### src/rtl/if_id_skid_stage.sv
// IF->ID pipeline register with a second skid entry: the main entry drives decode,
// and the skid entry absorbs one fetch that arrives while decode is stalled.
module if_id_skid_stage #(
  parameter logic [31:0] NOP_INSTR = 32'h0000_0013,
  parameter int          CNT_W     = 16
) (
  input  logic             CLK,
  input  logic             nRESET,
  input  logic [31:0]      pc_i,
  input  logic [31:0]      instr_i,
  input  logic             valid_i,
  output logic             ready_o,
  input  logic             stall_i,
  input  logic             flush_i,
  output logic [31:0]      pc_o,
  output logic [31:0]      instr_o,
  output logic             valid_o,
  output logic [4:0]       RSaddr_o,
  output logic [4:0]       RTaddr_o,
  output logic [4:0]       RDaddr_o,
  output logic [CNT_W-1:0] bubble_cnt_o
);

  typedef enum logic [1:0] {
    EMPTY = 2'd0,
    ONE   = 2'd1,
    TWO   = 2'd2
  } state_t;

  state_t           state_r;
  state_t           state_s;
  logic [31:0]      pc_r;
  logic [31:0]      instr_r;
  logic             valid_r;
  logic             ready_r;
  logic [31:0]      skid_pc_r;
  logic [31:0]      skid_instr_r;
  logic [CNT_W-1:0] bubble_cnt_r;

  logic accept_s;
  logic advance_s;
  logic load_in_s;
  logic load_skid_s;
  logic skid_fill_s;
  logic drain_s;

  assign accept_s  = valid_i & ready_r;
  assign advance_s = valid_r & ~stall_i;

  // State register
  always_ff @(posedge CLK or negedge nRESET) begin
    if (!nRESET) begin
      state_r <= EMPTY;
    end else begin
      state_r <= state_s;
    end
  end

  // Next-state decode; flush beats every other condition
  always_comb begin
    state_s = state_r;
    if (flush_i) begin
      state_s = EMPTY;
    end else begin
      case (state_r)
        EMPTY:   state_s = accept_s ? ONE : EMPTY;
        ONE: begin
          if (accept_s && !advance_s) begin
            state_s = TWO;
          end else if (!accept_s && advance_s) begin
            state_s = EMPTY;
          end else begin
            state_s = ONE;
          end
        end
        TWO:     state_s = advance_s ? ONE : TWO;
        default: state_s = EMPTY;
      endcase
    end
  end

  // Datapath steering for the main and skid entries
  always_comb begin
    load_in_s   = 1'b0;
    load_skid_s = 1'b0;
    skid_fill_s = 1'b0;
    drain_s     = 1'b0;
    if (flush_i) begin
      drain_s = 1'b0;
    end else begin
      case (state_r)
        EMPTY: load_in_s = accept_s;
        ONE: begin
          if (accept_s && advance_s) begin
            load_in_s = 1'b1;
          end else if (accept_s) begin
            skid_fill_s = 1'b1;
          end else if (advance_s) begin
            drain_s = 1'b1;
          end else begin
            load_in_s = 1'b0;
          end
        end
        TWO:     load_skid_s = advance_s;
        default: drain_s = 1'b1;
      endcase
    end
  end

  // Main entry, skid entry and registered ready; pc_o is kept across bubbles
  always_ff @(posedge CLK or negedge nRESET) begin
    if (!nRESET) begin
      pc_r         <= 32'h0000_0000;
      instr_r      <= NOP_INSTR;
      valid_r      <= 1'b0;
      ready_r      <= 1'b1;
      skid_pc_r    <= 32'h0000_0000;
      skid_instr_r <= 32'h0000_0000;
    end else begin
      ready_r <= (state_s != TWO);
      if (flush_i || drain_s) begin
        instr_r <= NOP_INSTR;
        valid_r <= 1'b0;
      end else if (load_in_s) begin
        pc_r    <= pc_i;
        instr_r <= instr_i;
        valid_r <= 1'b1;
      end else if (load_skid_s) begin
        pc_r    <= skid_pc_r;
        instr_r <= skid_instr_r;
        valid_r <= 1'b1;
      end else begin
        valid_r <= valid_r;
      end
      if (flush_i || load_skid_s) begin
        skid_pc_r    <= 32'h0000_0000;
        skid_instr_r <= 32'h0000_0000;
      end else if (skid_fill_s) begin
        skid_pc_r    <= pc_i;
        skid_instr_r <= instr_i;
      end else begin
        skid_pc_r <= skid_pc_r;
      end
    end
  end

  // Saturating count of cycles that leave the stage without an instruction
  always_ff @(posedge CLK or negedge nRESET) begin
    if (!nRESET) begin
      bubble_cnt_r <= {CNT_W{1'b0}};
    end else if ((state_s == EMPTY) && (bubble_cnt_r != {CNT_W{1'b1}})) begin
      bubble_cnt_r <= bubble_cnt_r + {{(CNT_W-1){1'b0}}, 1'b1};
    end else begin
      bubble_cnt_r <= bubble_cnt_r;
    end
  end

  assign ready_o      = ready_r;
  assign valid_o      = valid_r;
  assign pc_o         = pc_r;
  assign instr_o      = instr_r;
  assign bubble_cnt_o = bubble_cnt_r;
  assign RSaddr_o     = instr_r[19:15];
  assign RTaddr_o     = instr_r[24:20];
  assign RDaddr_o     = instr_r[11:7];

endmodule

### config.mk
export PLATFORM = sky130hd
export DESIGN_NAME = if_id_skid_stage
export DESIGN_NICKNAME = d
export VERILOG_FILES = /design/src/rtl/if_id_skid_stage.sv
export SDC_FILE = /design/constraint.sdc
export NUM_CORES = 1
export LEC_CHECK = 0
export CAP_MARGIN = 0
export CORE_AREA = 5 5 83 161
export DETAILED_ROUTE_END_ITERATION = 8
export DIE_AREA = 0 0 88 166
export DONT_BUFFER_PORTS = 1
export PLACE_DENSITY = 0.69
export SYNTH_ARGS = -nofsm -noshare
export SYNTH_HDL_FRONTEND = slang
export SYNTH_SLANG_ARGS = --single-unit
### constraint.sdc
create_clock -name CLK -period 5.45 [get_ports CLK]
set_input_delay 0.2725 -clock CLK [delete_from_list [all_inputs] [get_ports CLK]]
set_output_delay 0.2725 -clock CLK [all_outputs]
set_load 0.02 [all_outputs]
==> Word-level counts from Yosys, hierarchy flattened <==
Cells that the tools add are included.
{ "totals": {"ff_bits": 148, "input_bits": 69, "output_inout_bits": 97, "elab_cells": 64} }
{ "op_classes": {"addsub": 1, "n_eq_ne": 4, "mux": 32, "bitwise": 4, "reduce_logical": 15} }
{ "op_table": {"columns": ["op", "count"], "rows": [
  ["$mux W32", 9],
  ["$mux W1", 17],
  ["$add A16 B1 Y16 const B", 1],
  ["$ne A16 B16 Y1 const B", 1],
  ["$mux W2", 3],
  ["$pmux W2 S3", 1],
  ["$logic_and A1 B1 Y1", 4],
  ["$logic_not A2 Y1", 2],
  ["$pmux W1 S2", 2],
  ["$reduce_bool A2 Y1", 2],
  ["$reduce_bool A3 Y1", 1],
  ["$and A1 B1 Y1", 2],
  ["$eq A2 B1 Y1 const B", 1],
  ["$eq A2 B2 Y1 const B", 1],
  ["$logic_not A1 Y1", 2],
  ["$logic_or A1 B1 Y1", 2],
  ["$ne A2 B2 Y1 const B", 1],
  ["$not A1 Y1", 2],
  ["$reduce_and A2 Y1", 1],
  ["$reduce_or A2 Y1", 1]
]} }

==> Longest topological paths before layout <==
{ "logic_depth": {"word_depth": 10, "mapped_depth": 10, "depth_no_buf": 8} }

==> Worst setup path before layout <==
No wires, ideal clock.
{ "synth_timing": {"kind": "reg-to-reg", "start": "register valid_r, in the netlist valid_o", "end": "register bubble_cnt_r[12], in the netlist bubble_cnt_o[12]", "setup_ns": 0.128, "arrival_time_ns": 2.055, "required_ns": 5.322, "slack_ns": 3.268, "path_stages_with_launch": 9, "n_path_buf": 1, "synth_period_minus_slack_ns": 2.182, "path_cell_list": "dfrtp_1 -> nor2b_2 -> buf_6 -> ha_1 -> and3b_1 -> o21ai_0 -> nand2_1 -> nand4_1 -> mux2_1"} }
{ "synth_via": {"elab_chain_cells": 8, "word_cells_on_any_way": 11, "cone_classes": "5 x mux; 1 x bitwise; 5 x reduce/logical"} }
{ "synth_rtl": {"columns": ["item", "line", "text"], "rows": [
  ["start, declared", "34", "logic valid_r;"],
  ["start signal, assigned", "133", "valid_r <= valid_r;"],
  ["$and A1 B1 Y1 *", "48", "assign advance_s = valid_r & ~stall_i;"],
  ["$logic_and A1 B1 Y1 / $logic_not A1 Y1 (equally long branches)", "70, 68", null],
  ["$mux W1 / $logic_and A1 B1 Y1 (equally long branches)", "70, 68", null],
  ["$mux W2", "68", "if (accept_s && !advance_s) begin"],
  ["$pmux W2 S3 *", "65", "case (state_r)"],
  ["$mux W2 *", "62", "if (flush_i) begin"],
  ["$logic_not A2 Y1 *", "151", "end else if ((state_s == EMPTY) && (bubble_cnt_r != {CNT_W{1'b1}})) begin"],
  ["$logic_and A1 B1 Y1 *", "151", null],
  ["end signal, assigned", "150", "bubble_cnt_r <= {CNT_W{1'b0}};"],
  ["end signal, assigned", "152", "bubble_cnt_r <= bubble_cnt_r + {{(CNT_W-1){1'b0}}, 1'b1};"],
  ["end signal, assigned", "154", "bubble_cnt_r <= bubble_cnt_r;"],
  ["end, declared", "38", "logic [CNT_W-1:0] bubble_cnt_r;"]
]} }
Mark *: on every way between the ends. The rest lies on a longest branch, timed or not.
A chain may end at the register's enable or synchronous reset.

==> Worst setup path after layout <==
{ "layout_timing": {"start": "register valid_r, in the netlist valid_o", "end": "register instr_r[0], in the netlist instr_o[0]"} }
{ "layout_via": {"elab_chain_cells": 8, "word_cells_on_any_way": 16, "cone_classes": "12 x mux; 1 x bitwise; 3 x reduce/logical"} }
{ "layout_rtl": {"columns": ["item", "line", "text"], "rows": [
  ["$and A1 B1 Y1 *", "48", null],
  ["$mux W1", "98", "end else if (advance_s) begin"],
  ["$mux W1", "96", "end else if (accept_s) begin"],
  ["$mux W1", "94", "if (accept_s && advance_s) begin"],
  ["$pmux W1 S2", "91", "case (state_r)"],
  ["$mux W1", "88", "if (flush_i) begin"],
  ["$logic_or A1 B1 Y1", "121", "if (flush_i || drain_s) begin"],
  ["$reduce_bool A3 Y1 (no source line) / $mux W32 (equally long branches)", null, null],
  ["end signal, assigned", "126", "instr_r <= instr_i;"],
  ["end signal, assigned", "130", "instr_r <= skid_instr_r;"],
  ["end, declared", "33", "logic [31:0] instr_r;"]
]} }
Marks and branches as above.

==> out/qor.yml <==
synth_area_leader_cell: "dfrtp_1"
place_ws_ps: 2552
critPathBufInv: 1
antenna_found_initial: 0
syn2layout_area_growth_pct: 16.96
post_drt_wl_per_cell_um: 21.33
cp_max_fo: 37
dp_hpwl_mm: 9.373
r2r_cells: 8
setup_slack_ps: 2531
async_flop_share_pct: 100.0
io_pins: 166
antenna_cells: 0
ir_drop_mv: 0.2176
crit_chain: "nor2b_2, ha_1, or2_1, a21oi_1, o21bai_4, buf_4, a211oi_1, a21oi_1"
gp_congestion: 0.8144
critPathTopFamily: "compound AO/OA/AOI/OAI gates"
tns_ps: 0
place_area_um2: 6404
ys_seq_elements: 148
hold_depth: 1
synth_ff_type: "dfrtp_1"
end_kind: "flop"
dieArea_um2: 14610
fill_cells: 929
fin_area_um2: 7601
max-slew-margin-rel_pct: 12.80
first_pass_iters: 4
crit_type: "reg2reg"
hold_viol: 0
nets: 631
synthTopCellsByCount: "dfrtp_1, mux2i_1, a22o_1"
worstMarginPinSlew_ps: 1304
fmax_mhz: 342.6
avgSynthCellArea_um2: 12.47
crit_required_ps: 5780
clk_latency_ps: 410
slowest_stage: "o21bai_4"
netlist_area_um2: 6499
cts.clk_slew.worst_paths_ps: 60
cpPeakStageDelay_ps: 600
synthCells: 521
cp_data_arrival_time_ps: 3250
post_cts_buffers: 0
combPwrFrac_pct: 11.9
yosys-top-cells-area: "dfrtp_1, mux2i_1, a22o_1"
fin_worst_skew_ps: 8.025
port_buffers: 0
power_w: 0.002873
power_density_nw_per_um2: 378.0
drtAntennaViolNets: 0
htreeDepth: 4
first_iter_violations: 246
final_core_util_pct: 63.06
first_global_vias: 4858
synth.most_common_cell: "dfrtp_1"
grt_max_degree: 149
cp_common_cell: "a21oi_1"
overflow: 0
ys_warn_count: 0
swShare_pct: 30.09
power_frac_seq_pct: 49.8
syn-num-nets: 593
regToRegStartpoint: "valid_o$_DFFE_PN0P_"
clk_path_buf_depth: 2
remaining_drc_errors: 0
startpoint: "valid_o$_DFFE_PN0P_"
start_kind: "flop"
hold_path_class: "in2reg"
setup_viol: 0
viasPerCell: 6.049
num_rows: 57
p_leak_nw: 3.301
clock-sinks: 148
cts_buffers: 17
drive_gt1_share_pct: 10.33
p_switching_w: 0.0008644
clockRootBuffer: "clkbuf_16"
p_int_w: 0.002009
synth-edff-count: 0
post-route-min-period_ps: 2919
ys_seq_area_share_pct: 57.07
p_clk_share_pct: 38.3
hold_start: "pc_i[12]"
start_util_pct: 53.92
track_usage_pct: 21.93
die_width_um: 88
fin_crit_sh_pct: 53.56
rrSetupSlack_ps: 2530
maxCapViolCount: 0
status: "finished clean"
routed_wirelength_mm: 15.31
report.final.slew_viol_count: 0
rsz0062_at_grt: "false"
coreArea_um2: 12050
cp.depth: 8
vias: 4343
cts_tree: "built"
synth.distinct_cells: 43
grt_pass1_wl_mm: 25.12
synth_top_area_share_pct: 55.45
dieHeight_um: 166
layout make-up:
class / count / area [um2] / share of cell area (%)
flip-flops and latches: 148 / 3709 / 48.79
multi-input cells: 317 / 2436 / 32.05
repair buffers: 69 / 690.7 / 9.086
clock buffers: 20 / 456.7 / 6.008
well taps: 147 / 183.9 / 2.420
clock inverters: 11 / 102.6 / 1.350
inverters: 6 / 22.52 / 0.2963
cell families after synthesis:
group	share of synthesized area [%]
xor+xnor	1.752
buf+inv	5.949
compound gates	17.23
flops	57.07
mux	9.915
simple gates	7.509
fa+ha+maj	0.5777
sequential cells by signal (all words and copies together) (netlist names):
register,cells
valid_o,1
bubble_cnt_o,16
state_r,2
skid_pc_r,32
pc_o,32
ready_o,1
instr_o,32
skid_instr_r,32
power groups by stage:
stage	combinational, W	clock, W	sequential, W
2_1_floorplan	0.000268	0	0.00140
3_3_place_gp	0.000268	0	0.00145
3_5_place_dp	0.000282	0	0.00145
4_1_cts	0.000345	0.00112	0.00143
5_1_grt	0.000382	0.00117	0.00145
6_report	0.000342	0.00110	0.00143
cells in the final DEF (no fill, tap or decap), types with 10 or more instances in the layout:
cell and instances:
dfrtp_1 144, xnor2_1 12, nor2_1 10, o2bb2ai_1 29, a22o_1 60, clkbuf_16 17
o21ai_1 28, nand4_1 10, nand2_1 43, mux2i_1 61, dlygate4sd3_1 61
timing repair:
| action | 4_1_cts | 5_1_grt |
|---|---|---|
| hold buffers | 62 | 0 |
| resized for setup | 0 | 0 |
| endpoints found under the hold margin | 209 | 0 |
| endpoints found under the setup margin | 0 | 0 |
per-layer routing:
| metal | track usage (%) | share of wire (%) |
|---|---|---|
| met5 | 0 | 0 |
| met2 | 35.55 | 51 |
| met1 | 26.46 | 38 |
| met3 | 6.405 | 7.9 |
| met4 | 10.02 | 3.0 |
through the flow:
step           cells  hold slack (ps)
5_1_grt          718            4.429
6_report         718            7.897
3_5_place_dp     625           -19.63
3_3_place_gp     625           -19.54
4_1_cts          718            1.665
2_1_floorplan    521           -23.09
final timing paths:
path	endpoint
max	instr_o[0]$_DFFE_PN1P_
min reg2reg	skid_instr_r[4]$_DFFE_PN0P_
min	skid_pc_r[12]$_DFFE_PN0P_
min in group asynchronous	bubble_cnt_o[13]$_DFFE_PN0P_
max reg2reg	instr_o[0]$_DFFE_PN1P_
max in group asynchronous	pc_o[29]$_DFFE_PN0P_
(Power assumes the default switching activity.)
